## src/rtl/multicycle_control_if.sv

```systemverilog
// Control-unit bus: instruction/status inputs from the datapath and the
// control strobes and selects driven back into it.
interface multicycle_control_if #(
  parameter int unsigned ALUOP_WIDTH = 3
);
  logic [5:0]             OP;
  logic                   Zero;
  logic                   MemReady;
  logic                   PCWrite;
  logic                   IorD;
  logic                   MemRead;
  logic                   MemWrite;
  logic                   IRWrite;
  logic                   MemtoReg;
  logic                   RegDst;
  logic                   RegWrite;
  logic                   ALUSrcA;
  logic [1:0]             ALUSrcB;
  logic [ALUOP_WIDTH-1:0] ALUOp;
  logic [1:0]             PCSrc;
  logic                   ExtendSide;
  logic [3:0]             State;
  logic                   IllegalOp;
  logic                   MemFault;

  modport master (
    input  OP, Zero, MemReady,
    output PCWrite, IorD, MemRead, MemWrite, IRWrite, MemtoReg, RegDst, RegWrite,
           ALUSrcA, ALUSrcB, ALUOp, PCSrc, ExtendSide, State, IllegalOp, MemFault
  );

  modport slave (
    output OP, Zero, MemReady,
    input  PCWrite, IorD, MemRead, MemWrite, IRWrite, MemtoReg, RegDst, RegWrite,
           ALUSrcA, ALUSrcB, ALUOp, PCSrc, ExtendSide, State, IllegalOp, MemFault
  );
endinterface

```

## src/rtl/multicycle_control.sv

```systemverilog
// Multi-cycle MIPS control FSM: fetch/decode/execute/memory/writeback sequencing
// with a bounded memory-ready wait and sticky illegal-opcode / timeout flags.
module multicycle_control #(
  parameter int unsigned ALUOP_WIDTH = 3,
  parameter int unsigned WAIT_LIMIT  = 8
) (
  input logic                  clk,
  input logic                  reset,
  multicycle_control_if.master bus
);
  localparam int unsigned CNT_W = $clog2(WAIT_LIMIT + 1);

  localparam logic [5:0] OpR    = 6'h00;
  localparam logic [5:0] OpJ    = 6'h02;
  localparam logic [5:0] OpBeq  = 6'h04;
  localparam logic [5:0] OpBne  = 6'h05;
  localparam logic [5:0] OpAddi = 6'h08;
  localparam logic [5:0] OpOri  = 6'h0d;
  localparam logic [5:0] OpLui  = 6'h0f;
  localparam logic [5:0] OpLw   = 6'h23;
  localparam logic [5:0] OpSw   = 6'h2b;

  typedef enum logic [3:0] {
    StFetch  = 4'd0,  StDecode = 4'd1,  StMemAdr = 4'd2,  StMemRd  = 4'd3,
    StMemWb  = 4'd4,  StMemWr  = 4'd5,  StExec   = 4'd6,  StAluWb  = 4'd7,
    StBranch = 4'd8,  StJump   = 4'd9,  StExecI  = 4'd10, StAluIWb = 4'd11
  } state_e;

  state_e           state_q, state_d;
  logic [CNT_W-1:0] cnt_q, cnt_d;
  logic             ill_q, ill_set;
  logic             fault_q;
  logic             wait_st, timeout;
  logic [2:0]       alu_op;

  assign wait_st = (state_q == StFetch) || (state_q == StMemRd) || (state_q == StMemWr);
  assign timeout = wait_st && !bus.MemReady && (cnt_q == CNT_W'(WAIT_LIMIT - 1));

  always_ff @(posedge clk or posedge reset) begin
    if (reset) begin
      state_q <= StFetch;
      cnt_q   <= '0;
      ill_q   <= 1'b0;
      fault_q <= 1'b0;
    end else begin
      state_q <= state_d;
      cnt_q   <= cnt_d;
      ill_q   <= ill_q | ill_set;
      fault_q <= fault_q | timeout;
    end
  end

  always_comb begin
    state_d = StFetch;
    cnt_d   = '0;
    ill_set = 1'b0;
    case (state_q)
      StFetch:  state_d = bus.MemReady ? StDecode : StFetch;
      StDecode: begin
        case (bus.OP)
          OpLw, OpSw:            state_d = StMemAdr;
          OpR:                   state_d = StExec;
          OpAddi, OpOri, OpLui:  state_d = StExecI;
          OpBeq, OpBne:          state_d = StBranch;
          OpJ:                   state_d = StJump;
          default: begin
            state_d = StFetch;
            ill_set = 1'b1;
          end
        endcase
      end
      StMemAdr: begin
        if (bus.OP == OpLw)      state_d = StMemRd;
        else if (bus.OP == OpSw) state_d = StMemWr;
        else                     state_d = StFetch;
      end
      StMemRd:  state_d = bus.MemReady ? StMemWb : StMemRd;
      StMemWr:  state_d = bus.MemReady ? StFetch : StMemWr;
      StExec:   state_d = StAluWb;
      StExecI:  state_d = StAluIWb;
      default:  state_d = StFetch;
    endcase
    // Counter only survives while stalled in a wait state; any exit clears it.
    if (wait_st && !bus.MemReady) cnt_d = cnt_q + CNT_W'(1);
    if (timeout) begin
      state_d = StFetch;
      cnt_d   = '0;
    end
  end

  always_comb begin
    bus.PCWrite    = 1'b0;
    bus.IorD       = 1'b0;
    bus.MemRead    = 1'b0;
    bus.MemWrite   = 1'b0;
    bus.IRWrite    = 1'b0;
    bus.MemtoReg   = 1'b0;
    bus.RegDst     = 1'b0;
    bus.RegWrite   = 1'b0;
    bus.ALUSrcA    = 1'b0;
    bus.ALUSrcB    = 2'd0;
    bus.PCSrc      = 2'd0;
    bus.ExtendSide = 1'b0;
    alu_op         = 3'b100;
    case (state_q)
      StFetch: begin
        bus.MemRead = 1'b1;
        bus.ALUSrcB = 2'd1;
        bus.IRWrite = bus.MemReady;
        bus.PCWrite = bus.MemReady;
      end
      StDecode: bus.ALUSrcB = 2'd3;
      StMemAdr: begin
        bus.ALUSrcA = 1'b1;
        bus.ALUSrcB = 2'd2;
      end
      StMemRd: begin
        bus.IorD    = 1'b1;
        bus.MemRead = 1'b1;
      end
      StMemWb: begin
        bus.MemtoReg = 1'b1;
        bus.RegWrite = 1'b1;
      end
      StMemWr: begin
        bus.IorD     = 1'b1;
        bus.MemWrite = 1'b1;
      end
      StExec: begin
        bus.ALUSrcA = 1'b1;
        alu_op      = 3'b111;
      end
      StAluWb: begin
        bus.RegDst   = 1'b1;
        bus.RegWrite = 1'b1;
      end
      StExecI: begin
        bus.ALUSrcA    = 1'b1;
        bus.ALUSrcB    = 2'd2;
        alu_op         = (bus.OP == OpOri) ? 3'b101 : 3'b100;
        bus.ExtendSide = (bus.OP == OpLui);
      end
      StAluIWb: begin
        bus.RegWrite   = 1'b1;
        bus.ExtendSide = (bus.OP == OpLui);
      end
      StBranch: begin
        bus.ALUSrcA = 1'b1;
        alu_op      = 3'b110;
        bus.PCSrc   = 2'd1;
        bus.PCWrite = (bus.OP == OpBne) ? !bus.Zero : bus.Zero;
      end
      StJump: begin
        bus.PCSrc   = 2'd2;
        bus.PCWrite = 1'b1;
      end
      default: ;
    endcase
    // Outputs are forced low for the whole time reset is held.
    if (reset) begin
      bus.PCWrite    = 1'b0;
      bus.IorD       = 1'b0;
      bus.MemRead    = 1'b0;
      bus.MemWrite   = 1'b0;
      bus.IRWrite    = 1'b0;
      bus.MemtoReg   = 1'b0;
      bus.RegDst     = 1'b0;
      bus.RegWrite   = 1'b0;
      bus.ALUSrcA    = 1'b0;
      bus.ALUSrcB    = 2'd0;
      bus.PCSrc      = 2'd0;
      bus.ExtendSide = 1'b0;
      alu_op         = 3'b000;
    end
    bus.ALUOp = ALUOP_WIDTH'(alu_op);
  end

  assign bus.State     = reset ? 4'd0 : state_q;
  assign bus.IllegalOp = ill_q;
  assign bus.MemFault  = fault_q;
endmodule

```

## src/flat_wrapper.sv

```systemverilog
// flat-port wrapper written by rule: the top's interface ports become plain ports
module multicycle_control_flat 
#(
  parameter int unsigned ALUOP_WIDTH = 3,
  parameter int unsigned WAIT_LIMIT  = 8
)
  (clk, reset, bus_OP, bus_Zero, bus_MemReady, bus_PCWrite, bus_IorD, bus_MemRead, bus_MemWrite, bus_IRWrite, bus_MemtoReg, bus_RegDst, bus_RegWrite, bus_ALUSrcA, bus_ALUSrcB, bus_ALUOp, bus_PCSrc, bus_ExtendSide, bus_State, bus_IllegalOp, bus_MemFault);
  multicycle_control_if #(.ALUOP_WIDTH(ALUOP_WIDTH)) bus_i ();
  input logic clk;
  input logic reset;
  input wire logic [$bits(bus_i.OP)-1:0] bus_OP;
  input wire logic [$bits(bus_i.Zero)-1:0] bus_Zero;
  input wire logic [$bits(bus_i.MemReady)-1:0] bus_MemReady;
  output wire logic [$bits(bus_i.PCWrite)-1:0] bus_PCWrite;
  output wire logic [$bits(bus_i.IorD)-1:0] bus_IorD;
  output wire logic [$bits(bus_i.MemRead)-1:0] bus_MemRead;
  output wire logic [$bits(bus_i.MemWrite)-1:0] bus_MemWrite;
  output wire logic [$bits(bus_i.IRWrite)-1:0] bus_IRWrite;
  output wire logic [$bits(bus_i.MemtoReg)-1:0] bus_MemtoReg;
  output wire logic [$bits(bus_i.RegDst)-1:0] bus_RegDst;
  output wire logic [$bits(bus_i.RegWrite)-1:0] bus_RegWrite;
  output wire logic [$bits(bus_i.ALUSrcA)-1:0] bus_ALUSrcA;
  output wire logic [$bits(bus_i.ALUSrcB)-1:0] bus_ALUSrcB;
  output wire logic [$bits(bus_i.ALUOp)-1:0] bus_ALUOp;
  output wire logic [$bits(bus_i.PCSrc)-1:0] bus_PCSrc;
  output wire logic [$bits(bus_i.ExtendSide)-1:0] bus_ExtendSide;
  output wire logic [$bits(bus_i.State)-1:0] bus_State;
  output wire logic [$bits(bus_i.IllegalOp)-1:0] bus_IllegalOp;
  output wire logic [$bits(bus_i.MemFault)-1:0] bus_MemFault;
  assign bus_i.OP = bus_OP;
  assign bus_i.Zero = bus_Zero;
  assign bus_i.MemReady = bus_MemReady;
  assign bus_PCWrite = bus_i.PCWrite;
  assign bus_IorD = bus_i.IorD;
  assign bus_MemRead = bus_i.MemRead;
  assign bus_MemWrite = bus_i.MemWrite;
  assign bus_IRWrite = bus_i.IRWrite;
  assign bus_MemtoReg = bus_i.MemtoReg;
  assign bus_RegDst = bus_i.RegDst;
  assign bus_RegWrite = bus_i.RegWrite;
  assign bus_ALUSrcA = bus_i.ALUSrcA;
  assign bus_ALUSrcB = bus_i.ALUSrcB;
  assign bus_ALUOp = bus_i.ALUOp;
  assign bus_PCSrc = bus_i.PCSrc;
  assign bus_ExtendSide = bus_i.ExtendSide;
  assign bus_State = bus_i.State;
  assign bus_IllegalOp = bus_i.IllegalOp;
  assign bus_MemFault = bus_i.MemFault;
  multicycle_control #(.ALUOP_WIDTH(ALUOP_WIDTH), .WAIT_LIMIT(WAIT_LIMIT)) u_core (.clk(clk), .reset(reset), .bus(bus_i));
endmodule
```

## config.mk

```make
export PLATFORM = sky130hd
export DESIGN_NAME = multicycle_control_flat
export DESIGN_NICKNAME = d
export VERILOG_FILES = /design/src/rtl/multicycle_control_if.sv /design/src/rtl/multicycle_control.sv /design/src/flat_wrapper.sv
export SDC_FILE = /design/constraint.sdc
export NUM_CORES = 1
export LEC_CHECK = 0
export CORE_UTILIZATION = 41
export DETAILED_ROUTE_END_ITERATION = 8
export PLACE_DENSITY = 0.82
export SETUP_SLACK_MARGIN = 0.05
export SLEW_MARGIN = 30
export SYNTH_ARGS = -nofsm -noshare
export SYNTH_HDL_FRONTEND = slang
export SYNTH_SLANG_ARGS = --single-unit
export TNS_END_PERCENT = 1
```

## constraint.sdc

```tcl
create_clock -name clk -period 1.8 [get_ports clk]
set_clock_uncertainty 0.15 [all_clocks]
set_input_delay 0.36 -clock clk [delete_from_list [all_inputs] [get_ports clk]]
set_output_delay 0.36 -clock clk [all_outputs]
set_load 0.05 [all_outputs]
```

==> flow_metrics.tcl <==
set metrics [dict create \
    status "finished with violations" \
    violations "setup timing" \
    via_count 1370 \
    drt_first_iter_violations 87 \
    area_growth_pct 113 \
    clock_latency_ns 0.28 \
    peakVddDrop_v 0.000517 \
    crit_path_max_fanout 2 \
    drive_above_1_share_pct 57.4 \
    fp-row-count 17 \
    clkPwrFrac_pct 19.7 \
    synth-seq-cells 10 \
    core-area_um2 2230 \
    timing_hold_violations_final 0 \
    seqPwrFrac_pct 25.1 \
    cap_violations 0 \
    portBuffers 32 \
    rsz0062_at_grt "yes" \
    combPwrFrac_pct 55.2 \
    post-cts-setup-buffers 0 \
    critPathKind "flop to primary output" \
    cts_tree "done" \
    layout_commonest_cell "buf_4" \
    slew_violations 0 \
    layout_common_cells "buf_4 (35), buf_12 (21), nor2_1 (11)" \
    pwr_density_cell_nw_per_um2 508 \
    ys_seq_area_share_pct 25.4 \
    fmax_ghz 0.421 \
    numCtsBuffers 3 \
    ant_nets 0 \
    slew_headroom_pct 72.3 \
    arrival_ns 1.86 \
    synth.avg_cell_area_um2 7.93 \
    holdCritPathClass "input pin to asynchronous set/reset pin" \
    diodes 0 \
    die_x_um 51.0 \
    hpwl_mm 3.16 \
    place.gp.congestion 0.860 \
    p_int_mw 0.642 \
    r2r_slack_ns -0.06 \
    synth_warnings 0 \
    cts-root-buf "clkbuf_4" \
    p_sw_share_pct 39.7 \
    finalSetupTns_ns -5.40 \
    fin_crit_sh_pct 132 \
    timing.final.ws_setup_ns -0.573 \
    htreeDepth 1 \
    grt_pass1_wl_mm 7.21 \
    grt_pass1_vias 1407 \
    ios 33 \
    setup_viol 25 \
    dieArea_um2 2600 \
    fp.dieH_um 51.0 \
    routed_wirelength_mm 4.68 \
    required_ns 1.29 \
    p_leak_nw 0.853 \
    grt_overflow 0 \
    synth_nets 135 \
    cts.sinks 10 \
    cts-hold-fix-buffers 0 \
    worst_pin_slew_ns 0.409 \
    yosys.cell_types.count 41 \
    syn-instance-count 124 \
    via_per_inst 6.28 \
    worst_setup_path_start_kind "flop" \
    fin_util_pct 93.7 \
    drc 0 \
    grt_max_degree 21 \
    path_clk_slew_ns 0.07 \
    dr.pass1.iters 4 \
    gr-usage-all-layers_pct 39.0 \
    antenna_found_initial 0 \
    start_util_pct 44.0 \
    wire_per_inst_um 21.5 \
    fin_nets 202 \
    finalCriticalPeriod_ns 2.37 \
    critPathCaptureType "primary output" \
    place_ws_ns -0.749 \
    clk_path_buf_depth 2 \
    synth_area_um2 983 \
    switchingPower_mw 0.422 \
]
cells by family after synthesis:
| group | after synthesis | share of synthesized area [%] |
|---|---|---|
| adders and majority gates | 1 | 1.27 |
| and+or+nand+nor | 69 | 41.7 |
| AOI/OAI and AO/OA | 24 | 18.3 |
| DFF | 10 | 25.4 |
| buffers and inverters | 15 | 8.78 |
| xor gates and xnor gates | 5 | 4.45 |
final timing paths:
check	cells after the start	from	endpoint
worst max-delay path	5	u_core.state_q[2]	bus_ALUOp[0]
worst min-delay path	4	reset	u_core.cnt_q[3]
worst max register to register	5	u_core.state_q[3]	u_core.state_q[0]
worst min register to register	1	u_core.bus.MemFault	u_core.bus.MemFault
max in group asynchronous	4	reset	u_core.state_q[0]
min in group clk	1	u_core.bus.MemFault	u_core.bus.MemFault
final cells by class:
type,instances,area [um^2]
Inverter,4,22.5
Multi-Input combinational cell,99,893
Timing Repair Buffer,73,853
Sequential cell,10,253
Tap cell,28,35.0
Fill cell,64,140
Clock buffer,4,36.3
power groups by stage:
stage | Clock (mW) | Combinational [mW] | Sequential, mW
final | 0.209 | 0.587 | 0.267
after global routing | 0.221 | 0.612 | 0.268
after CTS | 0.208 | 0.553 | 0.266
after detailed placement | 0 | 0.516 | 0.264
after global placement | 0 | 0.493 | 0.260
after floorplan | 0 | 0.274 | 0.254
Yosys cell counts:
| library cell | number | area (um^2) |
|---|---|---|
| o32ai_2 | 1 | 16.3 |
| dfrtp_1 | 10 | 250 |
| or2_2 | 1 | 6.26 |
| a311o_1 | 3 | 30.0 |
| nand3_1 | 5 | 25.0 |
| o21bai_1 | 1 | 7.51 |
| a2111oi_0 | 1 | 8.76 |
| xor2_1 | 2 | 17.5 |
| buf_6 | 2 | 22.5 |
| o22ai_1 | 1 | 6.26 |
| a211oi_1 | 3 | 22.5 |
| xnor2_1 | 3 | 26.3 |
| or3_1 | 1 | 6.26 |
| o21a_1 | 1 | 7.51 |
| nor4b_1 | 3 | 26.3 |
| nor4_1 | 4 | 25.0 |
| a31oi_1 | 4 | 25.0 |
| nor2_1 | 15 | 56.3 |
| nand2_1 | 3 | 11.3 |
| inv_1 | 4 | 15.0 |
| nand2b_1 | 7 | 43.8 |
| a22oi_1 | 2 | 15.0 |
| ha_1 | 1 | 12.5 |
| a31o_1 | 1 | 8.76 |
| and3b_2 | 1 | 10.0 |
| or4b_1 | 1 | 10.0 |
| nor3_1 | 7 | 35.0 |
| buf_8 | 1 | 15.0 |
| and3_1 | 3 | 18.8 |
| or4_1 | 2 | 15.0 |
| nand4_1 | 1 | 6.26 |
| nor3b_1 | 3 | 22.5 |
| and4b_2 | 1 | 11.3 |
| and3b_1 | 1 | 8.76 |
| nand4b_1 | 2 | 17.5 |
| nand3b_1 | 4 | 30.0 |
| clkbuf_1 | 5 | 18.8 |
| a21oi_1 | 5 | 25.0 |
| buf_2 | 3 | 15.0 |
| nor2b_1 | 4 | 25.0 |
| o211ai_1 | 1 | 7.51 |
per-stage QoR:
stage	hold slack (ns)	total power [mW]	instance area, um^2	instances
global placement	0.294	0.753	1900	214
floorplan	0.281	0.528	1110	124
CTS	0.309	1.03	2050	218
global route	0.342	1.10	2090	218
detailed placement	0.310	0.780	1900	214
finish	0.339	1.06	2090	218
critical path, stage by stage, from the launching register on:
cell      delay (ns)
dfrtp_1         0.39
nand2b_4        0.16
or4_4           0.42
o21a_1          0.21
nor3b_4         0.23
buf_12          0.17
sequential cells by signal, summed over array words and instances, names as in the netlist:
| signal | flops |
|---|---|
| u_core.bus.IllegalOp | 1 |
| u_core.cnt_q | 4 |
| u_core.state_q | 4 |
| u_core.bus.MemFault | 1 |
metal layers:
layer	GRT usage [%]	up-vias	share of wire, %
met5	0	-	0
met4	24.1	0	4.6
met3	6.25	23	6.5
met2	66.7	85	51
met1	44.9	659	38
li1	-	603	-
what timing repair did:
action                     CTS  global route
gates cloned                 0             0
setup endpoints to repair   31            30
resized for setup           38            10
pin swaps                    8             6
Power figures use the tool's default switching activity.
